===== src/rtl/pong_graph_anim.sv =====
// Pong pixel generator: left wall, button-driven right paddle and a square ball.
// Animation state advances once per frame on refr_tick; rgb is registered per clk.
module pong_graph_anim #(
   parameter int MAX_X      = 640,
   parameter int MAX_Y      = 480,
   parameter int WALL_X_L   = 32,
   parameter int WALL_X_R   = 35,
   parameter int BAR_X_L    = 600,
   parameter int BAR_X_R    = 603,
   parameter int BAR_Y_SIZE = 72,
   parameter int BAR_V      = 4,
   parameter int BALL_SIZE  = 8,
   parameter int BALL_V     = 2
) (
   input  logic       clk,
   input  logic       reset,
   input  logic       p_tick,
   input  logic       video_on,
   input  logic [9:0] pixel_x,
   input  logic [9:0] pixel_y,
   input  logic [1:0] btn,
   output logic       hit,
   output logic       miss,
   output logic [2:0] rgb
);

   // 10-bit constants so every compare and add below is width-matched
   localparam logic [9:0] C_WALL_L   = 10'(WALL_X_L);
   localparam logic [9:0] C_WALL_R   = 10'(WALL_X_R);
   localparam logic [9:0] C_BAR_L    = 10'(BAR_X_L);
   localparam logic [9:0] C_BAR_R    = 10'(BAR_X_R);
   localparam logic [9:0] C_BAR_H1   = 10'(BAR_Y_SIZE - 1);
   localparam logic [9:0] C_BAR_V    = 10'(BAR_V);
   localparam logic [9:0] C_BAR_LIM  = 10'(MAX_Y - 1 - BAR_V);
   localparam logic [9:0] C_BALL_S1  = 10'(BALL_SIZE - 1);
   localparam logic [9:0] C_BALL_V   = 10'(BALL_V);
   localparam logic [9:0] C_BALL_YLIM = 10'(MAX_Y - 1 - BALL_V);
   localparam logic [9:0] C_WALL_BNC = 10'(WALL_X_R + BALL_V);
   localparam logic [9:0] C_REFR_Y   = 10'(MAX_Y + 1);
   localparam logic [9:0] BAR_Y0     = 10'((MAX_Y - BAR_Y_SIZE) / 2);
   localparam logic [9:0] BALL_X0    = 10'((MAX_X - BALL_SIZE) / 2);
   localparam logic [9:0] BALL_Y0    = 10'((MAX_Y - BALL_SIZE) / 2);

   logic       refr_tick;
   logic [9:0] bar_y_t, bar_y_b;
   logic [9:0] ball_x, ball_y, ball_x_r, ball_y_b;
   logic       x_dir, y_dir;            // 1 = increasing coordinate
   logic [9:0] ball_x_n, ball_y_n;
   logic       x_dir_n, y_dir_n, hit_n, miss_n;
   logic       wall_on, bar_on, ball_on;
   logic [2:0] rgb_n;

   assign refr_tick = p_tick && (pixel_x == 10'd0) && (pixel_y == C_REFR_Y);
   assign bar_y_b   = bar_y_t + C_BAR_H1;
   assign ball_x_r  = ball_x + C_BALL_S1;
   assign ball_y_b  = ball_y + C_BALL_S1;

   // paddle: one step per frame while a single button is held and there is room
   always_ff @(posedge clk or posedge reset) begin
      if (reset)
         bar_y_t <= BAR_Y0;
      else if (refr_tick) begin
         if (btn == 2'b01 && bar_y_b < C_BAR_LIM)
            bar_y_t <= bar_y_t + C_BAR_V;
         else if (btn == 2'b10 && bar_y_t > C_BAR_V)
            bar_y_t <= bar_y_t - C_BAR_V;
      end
   end

   // ball: collisions judged on the current position, then move by the new direction
   always_comb begin
      x_dir_n  = x_dir;
      y_dir_n  = y_dir;
      ball_x_n = ball_x;
      ball_y_n = ball_y;
      hit_n    = 1'b0;
      miss_n   = 1'b0;
      if (ball_y <= C_BALL_V)
         y_dir_n = 1'b1;
      else if (ball_y_b >= C_BALL_YLIM)
         y_dir_n = 1'b0;
      if (ball_x_r > C_BAR_R) begin
         // passed the paddle: serve again from the centre
         miss_n   = 1'b1;
         x_dir_n  = 1'b1;
         y_dir_n  = 1'b1;
         ball_x_n = BALL_X0;
         ball_y_n = BALL_Y0;
      end else begin
         if (ball_x_r >= C_BAR_L && ball_y_b >= bar_y_t && ball_y <= bar_y_b) begin
            x_dir_n = 1'b0;
            hit_n   = 1'b1;
         end else if (ball_x <= C_WALL_BNC)
            x_dir_n = 1'b1;
         ball_x_n = x_dir_n ? ball_x + C_BALL_V : ball_x - C_BALL_V;
         ball_y_n = y_dir_n ? ball_y + C_BALL_V : ball_y - C_BALL_V;
      end
   end

   // ball state and single-clk event pulses
   always_ff @(posedge clk or posedge reset) begin
      if (reset) begin
         ball_x <= BALL_X0;
         ball_y <= BALL_Y0;
         x_dir  <= 1'b1;
         y_dir  <= 1'b1;
         hit    <= 1'b0;
         miss   <= 1'b0;
      end else begin
         hit  <= 1'b0;
         miss <= 1'b0;
         if (refr_tick) begin
            ball_x <= ball_x_n;
            ball_y <= ball_y_n;
            x_dir  <= x_dir_n;
            y_dir  <= y_dir_n;
            hit    <= hit_n;
            miss   <= miss_n;
         end
      end
   end

   // object masks and colour priority for the current pixel
   always_comb begin
      wall_on = (pixel_x >= C_WALL_L) && (pixel_x <= C_WALL_R);
      bar_on  = (pixel_x >= C_BAR_L) && (pixel_x <= C_BAR_R) &&
                (pixel_y >= bar_y_t) && (pixel_y <= bar_y_b);
      ball_on = (pixel_x >= ball_x) && (pixel_x <= ball_x_r) &&
                (pixel_y >= ball_y) && (pixel_y <= ball_y_b);
      rgb_n   = 3'b110;
      if (!video_on)
         rgb_n = 3'b000;
      else if (wall_on)
         rgb_n = 3'b001;
      else if (bar_on)
         rgb_n = 3'b010;
      else if (ball_on)
         rgb_n = 3'b100;
   end

   // registered colour output, one clk behind the pixel position
   always_ff @(posedge clk or posedge reset) begin
      if (reset)
         rgb <= 3'b000;
      else
         rgb <= rgb_n;
   end

endmodule


===== config.mk =====
export PLATFORM = sky130hd
export DESIGN_NAME = pong_graph_anim
export DESIGN_NICKNAME = d
export VERILOG_FILES = /design/src/rtl/pong_graph_anim.sv
export SDC_FILE = /design/constraint.sdc
export NUM_CORES = 1
export LEC_CHECK = 0
export ABC_AREA = 0
export ABC_CLOCK_PERIOD_IN_PS = 3850
export CORE_AREA = 2 2 108 110
export DETAILED_ROUTE_END_ITERATION = 10
export DIE_AREA = 0 0 110 112
export GPL_TIMING_DRIVEN = 1
export PLACE_DENSITY = 0.69
export SLEW_MARGIN = 20
export SYNTH_ARGS = -nofsm -noshare
export SYNTH_HDL_FRONTEND = slang
export SYNTH_SLANG_ARGS = --single-unit

===== constraint.sdc =====
create_clock -name clk -period 3.85 [get_ports clk]
set_input_delay 0.385 -clock clk [delete_from_list [all_inputs] [get_ports clk]]
set_output_delay 0.385 -clock clk [all_outputs]
set_load 0.05 [all_outputs]

==> implementation parameters, run 1 <==
Parameter                              Value

Outcome
  Result of the run ... complete, but fails checks
  Violations in the final reports ... negative setup slack

Worst setup path
  Crit path max fanout ... 4
  Cell mode on critical path ... sky130_fd_sc_hd__buf_6
  Worst path max stage delay ... 0.54 ns
  Top delay family on crit path ... compound AO/OA/AOI/OAI gates
  Critical Path RT ... 4.08 ns
  Number of cells on the worst reg-to-reg path ... 22
  Critical Path AT ... 4.25 ns
  Type of destination of the critical path ... register
  CP Cell Sequence ... inv_2 -> ha_4 -> buf_6 -> nor2b_4 -> nand2_2 -> xnor2_2 -> ha_1 -> o21ai_1 -> a21oi_1 -> o41ai_2 -> a221oi_2 -> nand3_2 -> buf_6 -> nand2b_4 -> fa_2 -> a21oi_4 -> nor2_4 -> o31ai_2 -> xnor2_1 -> nor3b_1 -> mux2i_1 -> nand2_1
  Combined buffer and inverter count along the critical path ... 3
  Critical-path top delay cell ... sky130_fd_sc_hd__dfstp_2
  Register-to-register setup slack ... -0.17 ns
  Number of stages on the worst setup path ... 22
  Type of the worst setup path ... register to register
  Setup crit start kind ... register

Timing
  Final worst path period share ... 104.5%
  Final-report max-slew violation count ... 0
  Setup repair after global routing missed its margin ... true
  Hold WS ... 0.5007 ns
  Worst slew pin tran ... 0.7780 ns
  Maximum clock skew at final layout ... 0.005424 ns
  Minimum setup slack in the final design ... -0.1730 ns
  Max transition margin ... 48.14%
  Final worst path period need ... 4.023 ns
  Hold violation count in the final report ... 0
  Fmax ... 248.6 MHz
  Number of failing setup endpoints in the final timing report ... 4

Logic synthesis
  Yosys top cell by area ... sky130_fd_sc_hd__ha_1
  Async S/R FF share, synth ... 100.0%
  Total of flip-flops plus latches after synthesis ... 33
  Top-area cell type share of the netlist area ... 23.12%
  Yosys warning total ... 0
  Sequential-to-total area share from yosys stat ... 19.54%
  Synthesized area divided by synthesized cell count ... 8.522 sq um
  Number of enable flip-flop cells after synthesis ... 0
  Most used DFF post-synth ... sky130_fd_sc_hd__dfrtp_1
  Synthesized area ... 4329 sq um
  Netlist cell types ... 75
  Post-synth net total ... 615
  Cell types occupying the most area after synthesis ... sky130_fd_sc_hd__ha_1 (23%), sky130_fd_sc_hd__dfrtp_1 (9.8%), sky130_fd_sc_hd__dfstp_2 (9.7%)
  Synthesized instance count ... 508

Detailed routing
  Number of design-rule violations left by the first detailed-router iteration ... 243
  Remaining antenna violation count ... 0
  Count of vias placed by the detailed router ... 4159
  Residual DRC ... 0
  Drt first pass iters ... 5
  Routed Wire Length ... 12.95 mm
  Number of vias per cell ... 5.674
  Wire length per cell ... 17.67 um

Floorplanning
  Die height ... 112 um
  Number of placed I/O pins ... 31
  CORE AREA ... 11170 sq um
  X dimension of the die ... 110 um
  Floorplan die area ... 12320 sq um
  Initial standard-cell utilization of the core ... 38.74%
  # rows ... 39

Global route
  Global routing usage summed across all routing layers ... 20.51%
  Total congestion overflow after global routing ... 0
  First-pass GRT wire length ... 19.91 mm
  Number of global-route vias before repair ... 4119
  Maximum number of pins on one net before global-route repair ... 34
  Number of antenna violations at the first check in global routing ... 0

Finish
  Most used cells in the layout excluding fill and tap cells ... sky130_fd_sc_hd__ha_1 (73), sky130_fd_sc_hd__buf_4 (50), sky130_fd_sc_hd__inv_1 (41)
  Diodes inserted ... 0
  Share of layout cells above drive strength 1 ... 22.37%
  NumNets Final ... 696
  Area delta synth->final ... 29.68%
  Final non-filler cell total ... 733
  Post-route cell area ... 5614 sq um
  Commonest non-fill, non-tap cell in the layout ... sky130_fd_sc_hd__ha_1

Clock network
  Clock tree from TritonCTS ... done
  Depth of the CTS H-tree ... 2
  Clock transition time at the flip-flop clock pins of the worst setup and hold paths ... 0.06 ns
  Clock Sink Count ... 33
  Root buf cell ... sky130_fd_sc_hd__clkbuf_16
  Number of buffers inserted during clock tree synthesis ... 5
  Max Buffers Root-to-Sink ... 2
  Later-pin clock latency in the skew report ... 0.29 ns

Placed design
  Count of port buffers added during placement ... 30
  Final estimated routing congestion in global placement ... 0.8824
  Cells after DPL ... 718
  Pre-CTS setup slack ... -0.1642 ns
  Total half-perimeter wirelength after legalization and detailed placement ... 9.892 mm
  Placed Instance Area ... 5154 sq um

Worst hold path
  Class of the most critical hold timing path ... input port to asynchronous set/reset pin

Pwr
  Leakage component of the power ... 2.469 nW
  Worst vdd rail ir drop ... 0.1392 mV
  Pwr Density ... 172.4 nW/um^2

Job
  Max-capacitance violation count ... 0
==> registers in the layout, indices dropped and copies added, names as in the netlist <==
register and count:
ball_x 9, ball_y 9, bar_y_t 8, rgb 3
hit 1, miss 1, x_dir 1, y_dir 1
==> metal layers <==
layer / part of all wire (%) / global-route usage (%)
met2: 51 / 37.14
met3: 3.7 / 2.635
met5: 0 / 0
met4: 2.9 / 6.667
met1: 42 / 24.52
==> cell families after synthesis <==
family / count (synthesis) / share of synthesized area (%)
and+or+nand+nor: 163 / 20.40
AOI/OAI and AO/OA: 120 / 19.16
adders and majority gates: 83 / 24.05
buffers and inverters: 56 / 5.318
xor gates and xnor gates: 41 / 8.613
DFF: 33 / 19.54
muxes: 12 / 2.919
==> power by group <==
part	total [W]	switching (W)	internal (W)
Sequential	0.000349	0.000000286	0.000349
Combinational	0.000122	0.0000641	0.0000575
Clock	0.000497	0.000173	0.000323
==> path summary, 6_finish.rpt <==
path	startpoint	endpoint
max	ball_y[2]$_DFFE_PP1P_	ball_x[9]$_DFFE_PP0P_
min	reset	hit$_DFF_PP0_
max reg2reg	ball_y[2]$_DFFE_PP1P_	ball_x[9]$_DFFE_PP0P_
min reg2reg	bar_y_t[9]$_DFFE_PP0P_	bar_y_t[9]$_DFFE_PP0P_
max in group asynchronous	reset	bar_y_t[6]$_DFFE_PP1P_
min in group clk	bar_y_t[9]$_DFFE_PP0P_	bar_y_t[9]$_DFFE_PP0P_
==> repair_timing <==
| action | in CTS | in global routing |
|---|---|---|
| setup endpoints to repair | 4 | 6 |
| gates cloned | 0 | 1 |
| hold buffers | 0 | 0 |
| pin swaps | 0 | 20 |
| setup buffers | 0 | 6 |
| resized for setup | 3 | 40 |
==> synth_stat cells (all sizes together) (3+ instances only) <==
master,count
ha,80
inv,43
nand2,39
xnor2,37
a21oi,34
nor2,29
o21ai,28
dfrtp,17
dfstp,16
nand3,14
nand2b,12
nor4,11
mux2i,10
buf,8
nand4,8
nor2b,8
nor3,8
and4,6
o211ai,6
or3,6
a21o,5
a22oi,5
and2,5
clkbuf,4
a211oi,3
and3,3
nand3b,3
o21a,3
o22ai,3
o31ai,3
o41ai,3
xor2,3
==> worst min-delay path: stages <==
cell	delay (ns)
sky130_fd_sc_hd__clkdlybuf4s50_1	0.39
sky130_fd_sc_hd__inv_1	0.05
sky130_fd_sc_hd__buf_4	0.40
==> area by class of cell <==
class                           count  area (sq um)
Clock buffer                        6         138.9
Fill cell                        1034          5560
Timing Repair Buffer               85         732.0
Sequential cell                    33         845.8
Tap cell                          143         178.9
Multi-Input combinational cell    420          3516
Inverter                           44         165.2
Clock inverter                      2         37.54
==> through the flow <==
stage,total power [W],util [%],TNS (ns)
3_3_place_gp,0.0004717,46.12,-0.1452
6_report,0.0009677,50.24,-0.4239
3_5_place_dp,0.0004761,46.12,-0.3876
5_1_grt,0.001006,50.24,-1.189
2_1_floorplan,0.0004147,-,0
4_1_cts,0.0009719,47.86,-0.2914
Note: power is estimated with default switching activity, not from simulation.
==> run 2: changes to the inputs <==
==> constraint.sdc (replaced) <==
create_clock -name clk -period 3.85 [get_ports clk]
set_input_delay 0.5775 -clock clk [delete_from_list [all_inputs] [get_ports clk]]
set_output_delay 0.5775 -clock clk [all_outputs]
set_load 0.05 [all_outputs]
==> run 2 against run 1 <==
  * The run still ends with negative setup slack left
  * Total power decreased by 1.8%
  * Core utilization decreased by 0.75 points
  * Clock skew decreased by 0.0012 ns
  * Combinational power about the same
  * Count of clock-buffer cells in the layout increased by 1
==> implementation parameters, run 2 (synthesis results as in run 1) <==
Parameter                              Value

Worst hold path
  Worst-case hold path end point ... bar_y_t[9]$_DFFE_PP0P_
  Class of the most critical hold timing path ... register to register (was input port to asynchronous set/reset pin)
  Min-Delay Path Depth ... 1
  Hold Path Origin ... bar_y_t[9]$_DFFE_PP0P_

Placed design
  Total half-perimeter wirelength after legalization and detailed placement ... 9.922 mm (was 9.892 mm)
  Cells after DPL ... 719 (was 718)
  Pre-CTS setup slack ... -0.1950 ns (was -0.1642 ns)
  Final estimated routing congestion in global placement ... 0.9006 (was 0.8824)
  Count of port buffers added during placement ... 30 (unchanged)

Worst setup path
  Crit path max fanout ... 5 (was 4)
  Type of destination of the critical path ... register (unchanged)
  Cell mode on critical path ... sky130_fd_sc_hd__a21oi_2 (was sky130_fd_sc_hd__buf_6)
  Critical Path AT ... 4.12 ns (was 4.25 ns)
  Top delay family on crit path ... compound AO/OA/AOI/OAI gates (unchanged)
  Critical Path RT ... 3.99 ns (was 4.08 ns)
  Setup crit start kind ... register (unchanged)
  Reg-to-reg startpoint ... ball_y[2]$_DFFE_PP1P_ (unchanged)
  Combined buffer and inverter count along the critical path ... 2 (was 3)
  Register-to-register setup slack ... -0.13 ns (was -0.17 ns)
  Type of the worst setup path ... register to register (unchanged)
  Destination of the worst register-to-register timing path ... ball_x[6]$_DFFE_PP0P_ (was ball_x[9]$_DFFE_PP0P_)
  Worst path max stage delay ... 0.54 ns (about the same)
  CP Cell Sequence ... inv_2 -> ha_4 -> nand2b_4 -> or3_4 -> xnor2_2 -> ha_1 -> nand2_1 -> a21oi_2 -> o41ai_2 -> a221oi_2 -> nand3_2 -> nand2b_4 -> ha_4 -> a21o_1 -> a21oi_2 -> o21bai_1 -> a21oi_2 -> buf_4 -> xor2_1 -> o22ai_1 (was inv_2 -> ha_4 -> buf_6 -> nor2b_4 -> nand2_2 -> xnor2_2 -> ha_1 -> o21ai_1 -> a21oi_1 -> o41ai_2 -> a221oi_2 -> nand3_2 -> buf_6 -> nand2b_4 -> fa_2 -> a21oi_4 -> nor2_4 -> o31ai_2 -> xnor2_1 -> nor3b_1 -> mux2i_1 -> nand2_1)
  Critical-path top delay cell ... sky130_fd_sc_hd__dfstp_2 (unchanged)
  Number of cells on the worst reg-to-reg path ... 20 (was 22)

Clock network
  Post-CTS Hold Buffers ... 0 (unchanged)
  Max Buffers Root-to-Sink ... 2 (unchanged)
  Depth of the CTS H-tree ... 2 (unchanged)
  Clock Sink Count ... 33 (unchanged)
  Clock tree from TritonCTS ... done (unchanged)
  Clock transition time at the flip-flop clock pins of the worst setup and hold paths ... 0.06 ns (about the same)
  Number of buffers inserted during clock tree synthesis ... 5 (unchanged)
  Later-pin clock latency in the skew report ... 0.28 ns (was 0.29 ns)
  Root buf cell ... sky130_fd_sc_hd__clkbuf_16 (unchanged)

Timing
  Sum Neg Setup Slack ... -0.3346 ns (was -0.4239 ns)
  Minimum setup slack in the final design ... -0.1252 ns (was -0.1730 ns)
  Worst slew pin tran ... 0.7528 ns (was 0.7780 ns)
  Hold violation count in the final report ... 0 (unchanged)
  Max transition margin ... 49.81% (was 48.14%)
  Setup repair after global routing missed its margin ... true (unchanged)
  Number of failing setup endpoints in the final timing report ... 4 (unchanged)
  Final-report max-slew violation count ... 0 (unchanged)
  Maximum clock skew at final layout ... 0.004260 ns (was 0.005424 ns)
  Final worst path period need ... 3.975 ns (was 4.023 ns)
  Final worst path period share ... 103.3% (was 104.5%)
  Fmax ... 251.6 MHz (was 248.6 MHz)

Finish
  NumNets Final ... 697 (was 696)
  Number of filler instances in the final layout ... 1032 (was 1034)
  Commonest non-fill, non-tap cell in the layout ... sky130_fd_sc_hd__ha_1 (unchanged)
  Diodes inserted ... 0 (unchanged)
  Final non-filler cell total ... 734 (was 733)
  Share of layout cells above drive strength 1 ... 20.47% (was 22.37%)
  Largest registers in the final layout ... ball_x: 9 flops, ball_y: 9 flops, bar_y_t: 8 flops (unchanged)
  Most used cells in the layout excluding fill and tap cells ... sky130_fd_sc_hd__ha_1 (75), sky130_fd_sc_hd__buf_4 (54), sky130_fd_sc_hd__inv_1 (41) (was sky130_fd_sc_hd__ha_1 (73), sky130_fd_sc_hd__buf_4 (50), sky130_fd_sc_hd__inv_1 (41))
  Area delta synth->final ... 27.75% (was 29.68%)

Detailed routing
  Number of vias per cell ... 5.718 (was 5.674)
  Routed Wire Length ... 12.70 mm (was 12.95 mm)
  Wire length per cell ... 17.30 um (was 17.67 um)
  Number of design-rule violations left by the first detailed-router iteration ... 267 (was 243)
  Count of vias placed by the detailed router ... 4197 (was 4159)
  Drt first pass iters ... 5 (unchanged)
  Residual DRC ... 0 (unchanged)
  Remaining antenna violation count ... 0 (unchanged)

Floorplanning
  X dimension of the die ... 110 um (unchanged)
  # rows ... 39 (unchanged)
  Floorplan die area ... 12320 sq um (unchanged)
  Initial standard-cell utilization of the core ... 38.74% (unchanged)
  Number of placed I/O pins ... 31 (unchanged)
  Die height ... 112 um (unchanged)
  CORE AREA ... 11170 sq um (unchanged)

Pwr
  Pwr Density ... 171.8 nW/um^2 (was 172.4 nW/um^2)
  Worst vdd rail ir drop ... 0.1387 mV (was 0.1392 mV)
  Leakage component of the power ... 2.447 nW (was 2.469 nW)

Global route
  Global routing met3 resource utilization ... 2.635% (unchanged)
  Global routing met1 resource utilization ... 25.88% (was 24.52%)
  Global routing usage summed across all routing layers ... 21.49% (was 20.51%)
  Most Crowded Layer GR ... met2 (unchanged)
  Maximum number of pins on one net before global-route repair ... 34 (unchanged)
  First-pass GRT wire length ... 21.05 mm (was 19.91 mm)
  Number of global-route vias before repair ... 4388 (was 4119)
  Total congestion overflow after global routing ... 0 (unchanged)
  Met2 capacity usage during global routing ... 38.36% (was 37.14%)
  Number of antenna violations at the first check in global routing ... 0 (unchanged)

Outcome
  Violations in the final reports ... negative setup slack (unchanged)
  Result of the run ... complete, but fails checks (unchanged)

Job
  Max-capacitance violation count ... 0 (unchanged)
-- run 2: layout make-up --
type	instances	area (sq um)	area share, %
tap	143	178.9	3.235
timing repair buffer	86	728.2	13.17
inverter	44	165.2	2.986
clock buffer	7	142.6	2.579
multi-input combinational	420	3440	62.19
sequential	33	845.8	15.29
clock inverter	1	30.03	0.5430
-- run 2: repair_timing --
action | 4_1_cts | 5_1_grt
cloned | 1 | 0
gates resized for setup | 19 | 3
setup endpoints to repair | 4 | 4
pin swaps | 24 | 14
setup buffers | 5 | 1
-- run 2: worst max path at each step --
stage          cells past startpoint                   from               endpoint  slack [ns]
2_1_floorplan                     20  ball_y[2]$_DFFE_PP1P_  ball_x[9]$_DFFE_PP0P_       0.008
3_3_place_gp                      20  ball_y[2]$_DFFE_PP1P_  ball_x[9]$_DFFE_PP0P_       -0.08
3_5_place_dp                      20  ball_y[2]$_DFFE_PP1P_  ball_x[9]$_DFFE_PP0P_       -0.20
4_1_cts                           20  ball_y[2]$_DFFE_PP1P_  ball_x[8]$_DFFE_PP1P_        -0.1
5_1_grt                           20  ball_y[2]$_DFFE_PP1P_  ball_x[6]$_DFFE_PP0P_       -0.29
6_report                          20  ball_y[2]$_DFFE_PP1P_  ball_x[6]$_DFFE_PP0P_       -0.13
-- run 2: report_power, final --
| part | internal (W) | switching, W | leakage [nW] |
|---|---|---|---|
| clock | 0.000323 | 0.000154 | 0.0841 |
| combinational | 0.0000579 | 0.0000653 | 1.98 |
| sequential | 0.000349 | 0.000000412 | 0.385 |
| total | 0.000730 | 0.000220 | 2.45 |
-- run 2: through the flow --
| step | area [sq um] | total power, W | util, % | hold slack (ns) |
|---|---|---|---|---|
| finish | 5530 | 0.0009500 | 49.49 | 0.5195 |
| global route | 5530 | 0.0009876 | 49.49 | 0.5499 |
| CTS | 5503 | 0.0009579 | 49.24 | 0.5148 |
| detailed placement | 5161 | 0.0004775 | 46.19 | 0.5041 |
| global placement | 5161 | 0.0004721 | 46.19 | 0.4952 |
| floorplan | 4372 | 0.0004147 | - | 0.4665 |
-- run 2: worst reg2reg max path: cells and delay by family (launching register included) --
family	cells	cell delay, ns
xor+xnor	2	0.29
fa+ha+maj	3	0.67
flops	1	0.54
compound gates	8	1.20
simple gates	5	0.96
buf+inv	2	0.18
-- run 2: per-layer routing --
metal / part of all wire, % / vias up / wire (um)
met5: 0 / - / 0
met4: 3.1 / 0 / 388
met3: 3.5 / 35 / 449
met2: 51 / 99 / 6466
met1: 42 / 2035 / 5392
li1: - / 2028 / -
